$ cat src/rtl/vtm_pkg.sv
// Shared constants and types for the video timing monitor.
package vtm_pkg;

  localparam logic [15:0] CRC_POLY    = 16'h1021;
  localparam logic [15:0] CRC_INIT    = 16'hFFFF;
  localparam int          FRAME_CNT_W = 16;

  typedef enum logic [1:0] {
    UNLOCK = 2'd0,
    CAND   = 2'd1,
    LOCK   = 2'd2
  } lock_state_e;

endpackage

$ cat src/rtl/vtm_crc16.sv
// Combinational CRC-16 step: folds one RGB_W-bit pixel into the running CRC, MSB first.
module vtm_crc16
  import vtm_pkg::*;
#(
  parameter int RGB_W = 8
) (
  input  logic [15:0]      crc_in,
  input  logic [RGB_W-1:0] data,
  output logic [15:0]      crc_out
);

  logic [15:0] crc_v;

  always_comb begin
    crc_v = crc_in;
    for (int i = RGB_W - 1; i >= 0; i--) begin
      if (crc_v[15] ^ data[i]) begin
        crc_v = {crc_v[14:0], 1'b0} ^ CRC_POLY;
      end else begin
        crc_v = {crc_v[14:0], 1'b0};
      end
    end
    crc_out = crc_v;
  end

endmodule

$ cat src/rtl/video_timing_monitor.sv
// Measures line/frame timing from hsync/vsync/pix_en and tracks timing lock.
// Optional per-frame pixel CRC enabled by defining VIDEO_TIMING_MONITOR_CRC_EN.
module video_timing_monitor
  import vtm_pkg::*;
#(
  parameter int RGB_W    = 8,
  parameter int HCNT_W   = 11,
  parameter int VCNT_W   = 10,
  parameter int SYNC_POL = 0
) (
  input  logic                   clk12m,
  input  logic                   reset,
  input  logic                   pix_en,
  input  logic                   hsync,
  input  logic                   vsync,
  input  logic [RGB_W-1:0]       rgb,
  output logic [HCNT_W-1:0]      h_total,
  output logic [VCNT_W-1:0]      v_total,
  output logic [FRAME_CNT_W-1:0] frame_cnt,
  output logic                   frame_done,
  output logic                   frame_valid,
  output logic                   locked,
  output logic                   ovf_err,
  output logic [15:0]            frame_crc
);

  localparam logic              SYNC_ACT = (SYNC_POL != 0);
  localparam logic [HCNT_W-1:0] H_MAX    = '1;
  localparam logic [VCNT_W-1:0] V_MAX    = '1;

  logic hs_p0_q, hs_p0_d, vs_p0_q, vs_p0_d;
  logic hs_p1_q, hs_p1_d, vs_p1_q, vs_p1_d;
  logic hedge_q, hedge_d, vedge_q, vedge_d;

  logic [HCNT_W-1:0]      h_cnt_q, h_cnt_d, h_meas_q, h_meas_d;
  logic [VCNT_W-1:0]      v_cnt_q, v_cnt_d, v_inc;
  logic [HCNT_W-1:0]      h_total_q, h_total_d;
  logic [VCNT_W-1:0]      v_total_q, v_total_d;
  logic [FRAME_CNT_W-1:0] frame_cnt_q, frame_cnt_d;
  logic                   done_q, done_d;
  logic                   valid_q, valid_d;
  logic                   armed_q, armed_d;
  logic                   sat_frame_q, sat_frame_d;
  logic                   ovf_q, ovf_d;
  logic                   h_ovf, v_ovf, frame_sat, match;
  lock_state_e            state_q, state_d;

  always_comb begin
    // Stage 0: input register; stage 1: previous level; stage 2: registered leading edge
    hs_p0_d = hsync;
    vs_p0_d = vsync;
    hs_p1_d = hs_p0_q;
    vs_p1_d = vs_p0_q;
    hedge_d = (hs_p0_q == SYNC_ACT) && (hs_p1_q != SYNC_ACT);
    vedge_d = (vs_p0_q == SYNC_ACT) && (vs_p1_q != SYNC_ACT);
  end

  always_comb begin
    h_ovf    = 1'b0;
    v_ovf    = 1'b0;
    h_cnt_d  = h_cnt_q;
    h_meas_d = h_meas_q;
    v_inc    = v_cnt_q;

    // A pixel arriving with the hsync edge belongs to the new line
    if (hedge_q) begin
      h_meas_d = h_cnt_q;
      h_cnt_d  = HCNT_W'(pix_en);
    end else if (pix_en) begin
      if (h_cnt_q == H_MAX) h_ovf = 1'b1;
      else                  h_cnt_d = h_cnt_q + HCNT_W'(1);
    end

    if (hedge_q) begin
      if (v_cnt_q == V_MAX) v_ovf = 1'b1;
      else                  v_inc = v_cnt_q + VCNT_W'(1);
    end
    v_cnt_d = vedge_q ? '0 : v_inc;

    frame_sat   = sat_frame_q | h_ovf | v_ovf;
    sat_frame_d = vedge_q ? 1'b0 : frame_sat;
    ovf_d       = ovf_q | h_ovf | v_ovf;
    armed_d     = armed_q | vedge_q;
    done_d      = vedge_q & armed_q;
    match       = (h_meas_d == h_total_q) && (v_inc == v_total_q);

    h_total_d   = h_total_q;
    v_total_d   = v_total_q;
    frame_cnt_d = frame_cnt_q;
    valid_d     = valid_q;
    state_d     = state_q;
    if (done_d) begin
      h_total_d   = h_meas_d;
      v_total_d   = v_inc;
      frame_cnt_d = frame_cnt_q + FRAME_CNT_W'(1);
      valid_d     = 1'b1;
      if (frame_sat) begin
        state_d = UNLOCK;
      end else begin
        unique case (state_q)
          UNLOCK:  state_d = CAND;
          CAND:    state_d = match ? LOCK : CAND;
          LOCK:    state_d = match ? LOCK : CAND;
          default: state_d = UNLOCK;
        endcase
      end
    end
  end

  always_ff @(posedge clk12m) begin
    if (reset) begin
      hs_p0_q     <= ~SYNC_ACT;
      vs_p0_q     <= ~SYNC_ACT;
      hs_p1_q     <= ~SYNC_ACT;
      vs_p1_q     <= ~SYNC_ACT;
      hedge_q     <= 1'b0;
      vedge_q     <= 1'b0;
      h_cnt_q     <= '0;
      h_meas_q    <= '0;
      v_cnt_q     <= '0;
      h_total_q   <= '0;
      v_total_q   <= '0;
      frame_cnt_q <= '0;
      done_q      <= 1'b0;
      valid_q     <= 1'b0;
      armed_q     <= 1'b0;
      sat_frame_q <= 1'b0;
      ovf_q       <= 1'b0;
      state_q     <= UNLOCK;
    end else begin
      hs_p0_q     <= hs_p0_d;
      vs_p0_q     <= vs_p0_d;
      hs_p1_q     <= hs_p1_d;
      vs_p1_q     <= vs_p1_d;
      hedge_q     <= hedge_d;
      vedge_q     <= vedge_d;
      h_cnt_q     <= h_cnt_d;
      h_meas_q    <= h_meas_d;
      v_cnt_q     <= v_cnt_d;
      h_total_q   <= h_total_d;
      v_total_q   <= v_total_d;
      frame_cnt_q <= frame_cnt_d;
      done_q      <= done_d;
      valid_q     <= valid_d;
      armed_q     <= armed_d;
      sat_frame_q <= sat_frame_d;
      ovf_q       <= ovf_d;
      state_q     <= state_d;
    end
  end

  assign h_total     = h_total_q;
  assign v_total     = v_total_q;
  assign frame_cnt   = frame_cnt_q;
  assign frame_done  = done_q;
  assign frame_valid = valid_q;
  assign locked      = (state_q == LOCK);
  assign ovf_err     = ovf_q;

`ifdef VIDEO_TIMING_MONITOR_CRC_EN
  logic [15:0] crc_q, crc_d, crc_step, frame_crc_q, frame_crc_d;
  logic        fold;

  vtm_crc16 #(.RGB_W(RGB_W)) u_crc (
    .crc_in (crc_q),
    .data   (rgb),
    .crc_out(crc_step)
  );

  always_comb begin
    fold        = pix_en && (hs_p0_q != SYNC_ACT) && (vs_p0_q != SYNC_ACT);
    crc_d       = crc_q;
    if (vedge_q)   crc_d = CRC_INIT;
    else if (fold) crc_d = crc_step;
    frame_crc_d = done_d ? crc_q : frame_crc_q;
  end

  always_ff @(posedge clk12m) begin
    if (reset) begin
      crc_q       <= CRC_INIT;
      frame_crc_q <= '0;
    end else begin
      crc_q       <= crc_d;
      frame_crc_q <= frame_crc_d;
    end
  end

  assign frame_crc = frame_crc_q;
`else
  logic unused_rgb;
  assign unused_rgb = ^rgb;
  assign frame_crc  = 16'h0000;
`endif

endmodule

$ cat config.mk
export PLATFORM = sky130hd
export DESIGN_NAME = video_timing_monitor
export DESIGN_NICKNAME = d
export VERILOG_FILES = /design/src/rtl/vtm_pkg.sv /design/src/rtl/vtm_crc16.sv /design/src/rtl/video_timing_monitor.sv
export SDC_FILE = /design/constraint.sdc
export NUM_CORES = 1
export LEC_CHECK = 0
export CAP_MARGIN = 15
export CORE_MARGIN = 10
export CORE_UTILIZATION = 47
export CTS_CLUSTER_SIZE = 16
export DETAILED_ROUTE_END_ITERATION = 16
export PLACE_DENSITY_LB_ADDON = 0.08
export SLEW_MARGIN = 20
export SYNTH_ARGS = -nofsm -noshare
export SYNTH_HDL_FRONTEND = slang
export SYNTH_HIERARCHICAL = 1
export SYNTH_SLANG_ARGS = --single-unit
$ cat constraint.sdc
create_clock -name clk12m -period 2.2 [get_ports clk12m]
set_clock_uncertainty 0.2 [all_clocks]
set_input_delay 0.44 -clock clk12m [delete_from_list [all_inputs] [get_ports clk12m]]
set_output_delay 0.44 -clock clk12m [all_outputs]
set_load 0.05 [all_outputs]
==> summary.txt, run 1 <==
Run status
  – Status: finished with violations
  – Violated checks: negative setup slack

GRT
  – Routing usage on met1: 0.182
  – Met2 Usage GRT: 0.265
  – Global-route total usage across every layer: 0.157
  – Largest net degree at the start of global routing: 21
  – Vias in the first global route: 3,287
  – Initial antenna violation count: 0
  – Grt ovf: 0
  – Busiest grt layer: met2
  – Global-route wire length before repair: 15.3 mm
  – M3 GR Usage: 0.0433

Final layout
  – Commonest cells after routing, fill and taps aside: buf_4 (95), dfxtp_1 (80), nor2_1 (79)
  – Fin cells: 644
  – NumNets Final: 556
  – Commonest non-fill, non-tap cell in the layout: buf_4
  – Final Cell Area: 0.00493 sq mm
  – Layout area overhead: 29.8%
  – Share of layout cells above drive strength 1: 0.256
  – Antenna diodes: 0

Logic synthesis
  – Mapped Cells: 443
  – Mapped Area: 0.00380 sq mm
  – Synthesized area per cell: 8.58 sq um
  – Synth warn: 6
  – Register area share after synthesis: 0.432
  – FF+latch count, synth: 82
  – Synth unique cells: 46

Floorplan
  – Core Box Area: 0.00781 sq mm
  – Effective utilization at floorplan: 0.487
  – IO Count: 70
  – Die area: 0.0121 sq mm
  – Die Ht: 110 microns
  – Site row count: 32
  – Die Wd: 110 microns

Placed design
  – DP Wirelength: 6.72 mm
  – IO Port Bufs: 45
  – Global placement routability congestion: 0.833
  – Dpl ws: -326 ps
  – Placed cells: 624
  – Area after DPL: 0.00457 sq mm

Timing
  – Slew Limit Fails: 0
  – Slew at the pin closest to its max-slew limit: 555 ps
  – Final worst-path cycle share: 1.08
  – Max Clk Rate: 422 MHz
  – Hold slack: 211 ps
  – Fin. Hold Viols: 0
  – Worst path setup slack after routing: -167 ps
  – # setup viols final: 2
  – RSZ-0062 raised after global routing: yes
  – Fin crit period: 2370 ps
  – Slew headroom: 0.629

Setup path
  – R2R Path Start: hedge_q
  – Top cell family by delay on the critical path: simple AND/OR/NAND/NOR gates
  – Flop2flop setup slack: -170 ps
  – Critical-path top delay cell: dfxtp_4
  – R2r worst-path depth: 9
  – Worst Setup End Kind: flop
  – CP cell instances: buf_12 > buf_8 > buf_4 > mux2i_4 > xnor2_1 > nor4_1 > nand4_1 > nor4_4 > a32o_2
  – WP data required: 2300 ps
  – CP Max Fanout: 9
  – WS Path Type: flop to flop
  – Worst Path Buf+Inv: 3
  – CP arrival: 2470 ps
  – Startpoint types: flop
  – Max incr delay on CP: 370 ps
  – Worst Setup SP: hedge_q
  – R2r endpoint: state_q[1]

Min path
  – Worst hold endpoint: vedge_q
  – Hold Startpoint: vs_p1_q
  – Worst hold path type: flop to flop
  – Hold Path Depth: 2

Route
  – 1st-iter DRT viols: 106
  – Vias per Instance: 5.10
  – Antenna Violating Nets Remaining: 0
  – Via Count: 3,283
  – Drt total wl: 9.18 mm
  – DR DRC count: 0
  – Routed len/inst: 14.3 microns
  – Number of iterations in the first detailed-routing pass: 4

CTS
  – CTS root buf: clkbuf_8
  – CTS tree: yes
  – Clock net sink count: 82
  – Clock transition at the registers of the reported paths: 80 ps
  – Worst-skew pair later-pin latency: 350 ps
  – H-tree Lvls: 3
  – Worst-case clock buffer depth: 2
  – CTS Buf Count: 9

Power and ir drop
  – Pint: 2210 uW
  – Switching share of power: 0.247
  – VDD IR max: 0.000316 V
  – Psw: 723 uW
  – P_leak: 0.00202 uW
  – Power share of the sequential group: 0.514
  – PD cells: 594 mW/mm^2
  – Combinational share of power: 0.074
  – Clock share of power: 0.412

Run
  – Number of max-cap violations: 0
## cell usage after synthesis (all sizes together)
cell type / number / area share
and3: 8 / 0.013
a31oi: 2 / 0.0033
o311ai: 1 / 0.0023
dfxtp: 82 / 0.43
o22ai: 2 / 0.0033
clkbuf: 14 / 0.014
a2111oi: 1 / 0.0040
a41o: 2 / 0.0053
and2: 2 / 0.0033
nand4: 12 / 0.020
nor3b: 1 / 0.0020
a221o: 1 / 0.0026
or2: 7 / 0.012
nor4: 3 / 0.0066
o21ai: 12 / 0.016
xor2: 20 / 0.046
or4b: 1 / 0.0026
xnor2: 22 / 0.051
a32oi: 1 / 0.0023
o32ai: 1 / 0.0023
nand3: 18 / 0.024
nand2: 33 / 0.033
and4bb: 1 / 0.0033
nor2: 79 / 0.078
a21oi: 18 / 0.024
nor2b: 4 / 0.0066
a32o: 1 / 0.0030
ha: 6 / 0.020
a211oi: 15 / 0.030
nor3: 6 / 0.0079
mux2i: 15 / 0.041
buf: 26 / 0.046
and4: 6 / 0.014
a22oi: 1 / 0.0020
inv: 9 / 0.0089
conb: 1 / 0.00099
a2bb2oi: 1 / 0.0023
nand2b: 3 / 0.0049
nor4b: 1 / 0.0023
or3: 4 / 0.0066
## state kept, by name (all words and copies together) (netlist names), 2 cells and up
signal and count:
h_cnt_q 11, h_total 11, v_total 10, state_q 2
v_cnt_q 10, frame_cnt 16, h_meas_q 11
## worst max path at each step
stage                      end  cells past startpoint
floorplan           state_q[0]                      8
global placement    state_q[0]                      7
detailed placement  state_q[0]                      7
CTS                 state_q[1]                      9
global route        state_q[1]                      8
finish              state_q[1]                      9
## worst min-delay path, stage by stage (launching register included)
cell     delay (ps)
dfxtp_1         300
inv_1            40
nor2_1           30
## area by class of cell
| cell class | count | area (sq um) |
|---|---|---|
| Sequential cell | 82 | 1650 |
| Clock buffer | 10 | 128 |
| Timing Repair Buffer | 108 | 855 |
| Tap cell | 102 | 128 |
| Multi-Input combinational cell | 327 | 2050 |
| Clock inverter | 6 | 90.1 |
| Inverter | 9 | 33.8 |
| Fill cell | 698 | 2880 |
## through the flow
stage	TNS [ps]	total power [uW]	utilization
2_1_floorplan	0	1710	-
3_3_place_gp	-647	1740	0.586
3_5_place_dp	-781	1740	0.586
4_1_cts	-366	2960	0.622
5_1_grt	-433	3040	0.632
6_report	-291	2930	0.632
## kinds of logic after synthesis
logic type	share of synthesized area
simple gates	0.239
flops	0.432
compound gates	0.102
buf+inv	0.0685
xor+xnor	0.0968
mux	0.0415
fa+ha+maj	0.0198
other cells	0.000987
## what timing repair did
action | in CTS | in global routing
setup endpoints to repair | 5 | 5
resized for setup | 15 | 15
hold buffers | 0 | 0
buffers inserted | 4 | 0
pin swaps | 5 | 6
## metal layers
metal / wire length (microns) / share of wire
met3: 554 / 0.060
met2: 4340 / 0.47
met4: 224 / 0.024
met1: 4060 / 0.44
met5: 0 / 0
## power groups by stage
stage	Clock, uW	Sequential, uW	Combinational (uW)
global route	1290	1510	234
floorplan	0	1550	160
finish	1210	1510	218
global placement	0	1540	200
detailed placement	0	1540	202
CTS	1240	1510	214
(Power assumes the default switching activity.)
==> inputs of run 2 (changes only) <==
--- a/config.mk
+++ b/config.mk
@@ -7,7 +7,7 @@
 export LEC_CHECK = 0
 export CAP_MARGIN = 15
 export CORE_MARGIN = 10
-export CORE_UTILIZATION = 47
+export CORE_UTILIZATION = 46
 export CTS_CLUSTER_SIZE = 16
 export DETAILED_ROUTE_END_ITERATION = 16
 export PLACE_DENSITY_LB_ADDON = 0.08
==> run 2 against run 1 <==
The run still ends with negative setup slack left. Global-route usage decreased by 0.49 points. Sequential share of layout area decreased by 0.093 points. Power rose by 3.9%. Via count is 0.34% lower. Critical path type unchanged. Critical endpoint unchanged. Largest power group unchanged.
==> summary.txt, run 2 (synthesized netlist as in run 1, its figures left out) <==
Run status
  – Status: finished with violations
  – Violated checks: negative setup slack

Timing
  – Fin. Hold Viols: 0 (unchanged)
  – RSZ-0062 raised after global routing: yes
  – # setup viols final: 2 (unchanged)
  – Final worst-path cycle share: 1.02 (-0.0555)
  – Fin crit period: 2240 ps (-122 ps)
  – Hold slack: 203 ps (-7.85 ps)
  – Slew at the pin closest to its max-slew limit: 540 ps (-15.4 ps)
  – Slew Limit Fails: 0 (unchanged)
  – Slew headroom: 0.639 (+0.0103)
  – Worst path setup slack after routing: -44.9 ps (+122 ps)
  – Setup TNS: -55.6 ps (+236 ps)
  – Max Clk Rate: 445 MHz (+5.4%)

Min path
  – Hold Path Depth: 2 (unchanged)
  – Hold Startpoint: reset
  – Worst hold path type: primary input to flop
  – Worst hold endpoint: h_meas_q[6]

Route
  – DR DRC count: 0 (unchanged)
  – Routed len/inst: 14.9 microns (+4.3%)
  – Vias per Instance: 5.11 (+0.29%)
  – 1st-iter DRT viols: 109 (+2.8%)
  – Via Count: 3,272 (-0.34%)
  – Number of iterations in the first detailed-routing pass: 4 (unchanged)
  – Antenna Violating Nets Remaining: 0 (unchanged)
  – Drt total wl: 9.52 mm (+3.7%)

Power and ir drop
  – Switching share of power: 0.237 (-0.0101)
  – Psw: 721 uW (-0.34%)
  – PD cells: 611 mW/mm^2 (+2.9%)
  – Pint: 2320 uW (+5.3%)
  – VDD IR max: 0.000327 V (+3.5%)
  – P_leak: 0.00202 uW (-0.15%)
  – Power share of the sequential group: 0.495 (-0.019)
  – Combinational share of power: 0.070 (-0.004)
  – Clock share of power: 0.435 (+0.023)

CTS
  – CTS Buf Count: 9 (unchanged)
  – CTS tree: yes
  – Clock net sink count: 82 (unchanged)
  – Clock transition at the registers of the reported paths: 90 ps (about the same)
  – CTS root buf: clkbuf_8
  – Worst-case clock buffer depth: 2 (unchanged)
  – Worst-skew pair later-pin latency: 360 ps (about the same)
  – H-tree Lvls: 3 (unchanged)

GRT
  – Largest net degree at the start of global routing: 35 (+67%)
  – M3 GR Usage: 0.0525 (+0.00919)
  – Routing usage on met1: 0.182 (about the same)
  – Global-route total usage across every layer: 0.152 (-0.00488)
  – Initial antenna violation count: 0 (unchanged)
  – Grt ovf: 0 (unchanged)
  – Vias in the first global route: 3,237 (-1.5%)
  – Global-route wire length before repair: 15.8 mm (+3.0%)
  – Busiest grt layer: met2
  – Met2 Usage GRT: 0.246 (-0.0185)

Setup path
  – Worst Setup End Kind: flop
  – WP data required: 2310 ps (about the same)
  – CP Max Fanout: 4 (-5)
  – Startpoint types: flop
  – CP arrival: 2350 ps (-120 ps)
  – R2r worst-path depth: 7 (-2)
  – WS Path Type: flop to flop
  – R2r endpoint: state_q[1]
  – Flop2flop setup slack: -40 ps (+120 ps)
  – R2R Path Start: v_cnt_q[5]

Final layout
  – NumNets Final: 549 (-1.3%)
  – Layout area overhead: 31.1%
  – Commonest non-fill, non-tap cell in the layout: buf_4
  – Share of layout cells above drive strength 1: 0.271 (+0.0146)
  – Commonest cells after routing, fill and taps aside: buf_4 (89), nor2_1 (78), dfxtp_1 (74)
  – Antenna diodes: 0 (unchanged)
  – Fin cells: 640 (-0.62%)
  – Max FFs per register: 16 (unchanged)

Floorplan
  – Site row count: 33 (+3.1%)
  – Die area: 0.0123 sq mm (+1.8%)
  – Effective utilization at floorplan: 0.467 (-0.0195)
  – IO Count: 70 (unchanged)
  – Die Ht: 111 microns (+0.89%)
  – Core Box Area: 0.00813 sq mm (+4.2%)
  – Die Wd: 111 microns (+0.89%)

Placed design
  – Placed cells: 619 (-0.80%)
  – IO Port Bufs: 45 (unchanged)
  – DP Wirelength: 6.86 mm (+2.0%)
  – Global placement routability congestion: 0.905 (+8.6%)

Run
  – Number of max-cap violations: 0 (unchanged)
## run 2: worst max-delay path, stage by stage (launching register included)
cell,delay [ps]
dfxtp_2,380
nand4_1,220
or3_1,500
nand3_1,110
and4bb_1,240
nand4_1,140
nor4_4,200
a32o_2,200
## run 2: worst max path at each step
stage	start	cells after the start	slack [ps]	end
4_1_cts	hedge_q	8	-140	state_q[1]
5_1_grt	v_cnt_q[3]	7	-190	state_q[1]
2_1_floorplan	h_cnt_q[0]	8	5	state_q[0]
3_3_place_gp	pix_en	7	-270	state_q[0]
6_report	v_cnt_q[5]	7	-40	state_q[1]
3_5_place_dp	pix_en	7	-310	state_q[0]
## run 2: per-stage QoR
step           total power, uW   util  worst slack, ps  area (sq um)
2_1_floorplan             1710      -             5.21          3860
3_3_place_gp              1730  0.553             -270          4500
3_5_place_dp              1740  0.553             -307          4500
4_1_cts                   3050  0.591             -138          4810
5_1_grt                   3160  0.613             -194          4980
6_report                  3050  0.613            -44.9          4980
## run 2: per-layer routing
| layer | share of wire | vias to the layer above | wire, microns |
|---|---|---|---|
| met5 | 0 | - | 0 |
| met1 | 0.46 | 1527 | 4330 |
| met3 | 0.065 | 11 | 622 |
| met4 | 0.016 | 0 | 152 |
| li1 | - | 1656 | - |
| met2 | 0.46 | 78 | 4410 |
## run 2: power groups by stage
stage	logic [uW]	clock network, uW	registers [uW]
finish	213	1330	1510
global route	229	1420	1510
CTS	201	1340	1510
detailed placement	194	0	1540
global placement	191	0	1540
floorplan	160	0	1550
## run 2: layout make-up
cell class / count / area (sq um)
multi-input cells: 327 / 2110
clock inverters: 3 / 68.8
inverters: 9 / 33.8
clock buffers: 13 / 179
well taps: 105 / 131
flip-flops and latches: 82 / 1660
fillers: 730 / 3150
repair buffers: 101 / 797
## run 2: repair_timing
item	in CTS	in global routing
gates resized for setup	10	34
setup buffers	2	3
hold buffers	0	0
pin swaps	6	14
endpoints found under the setup margin	2	5
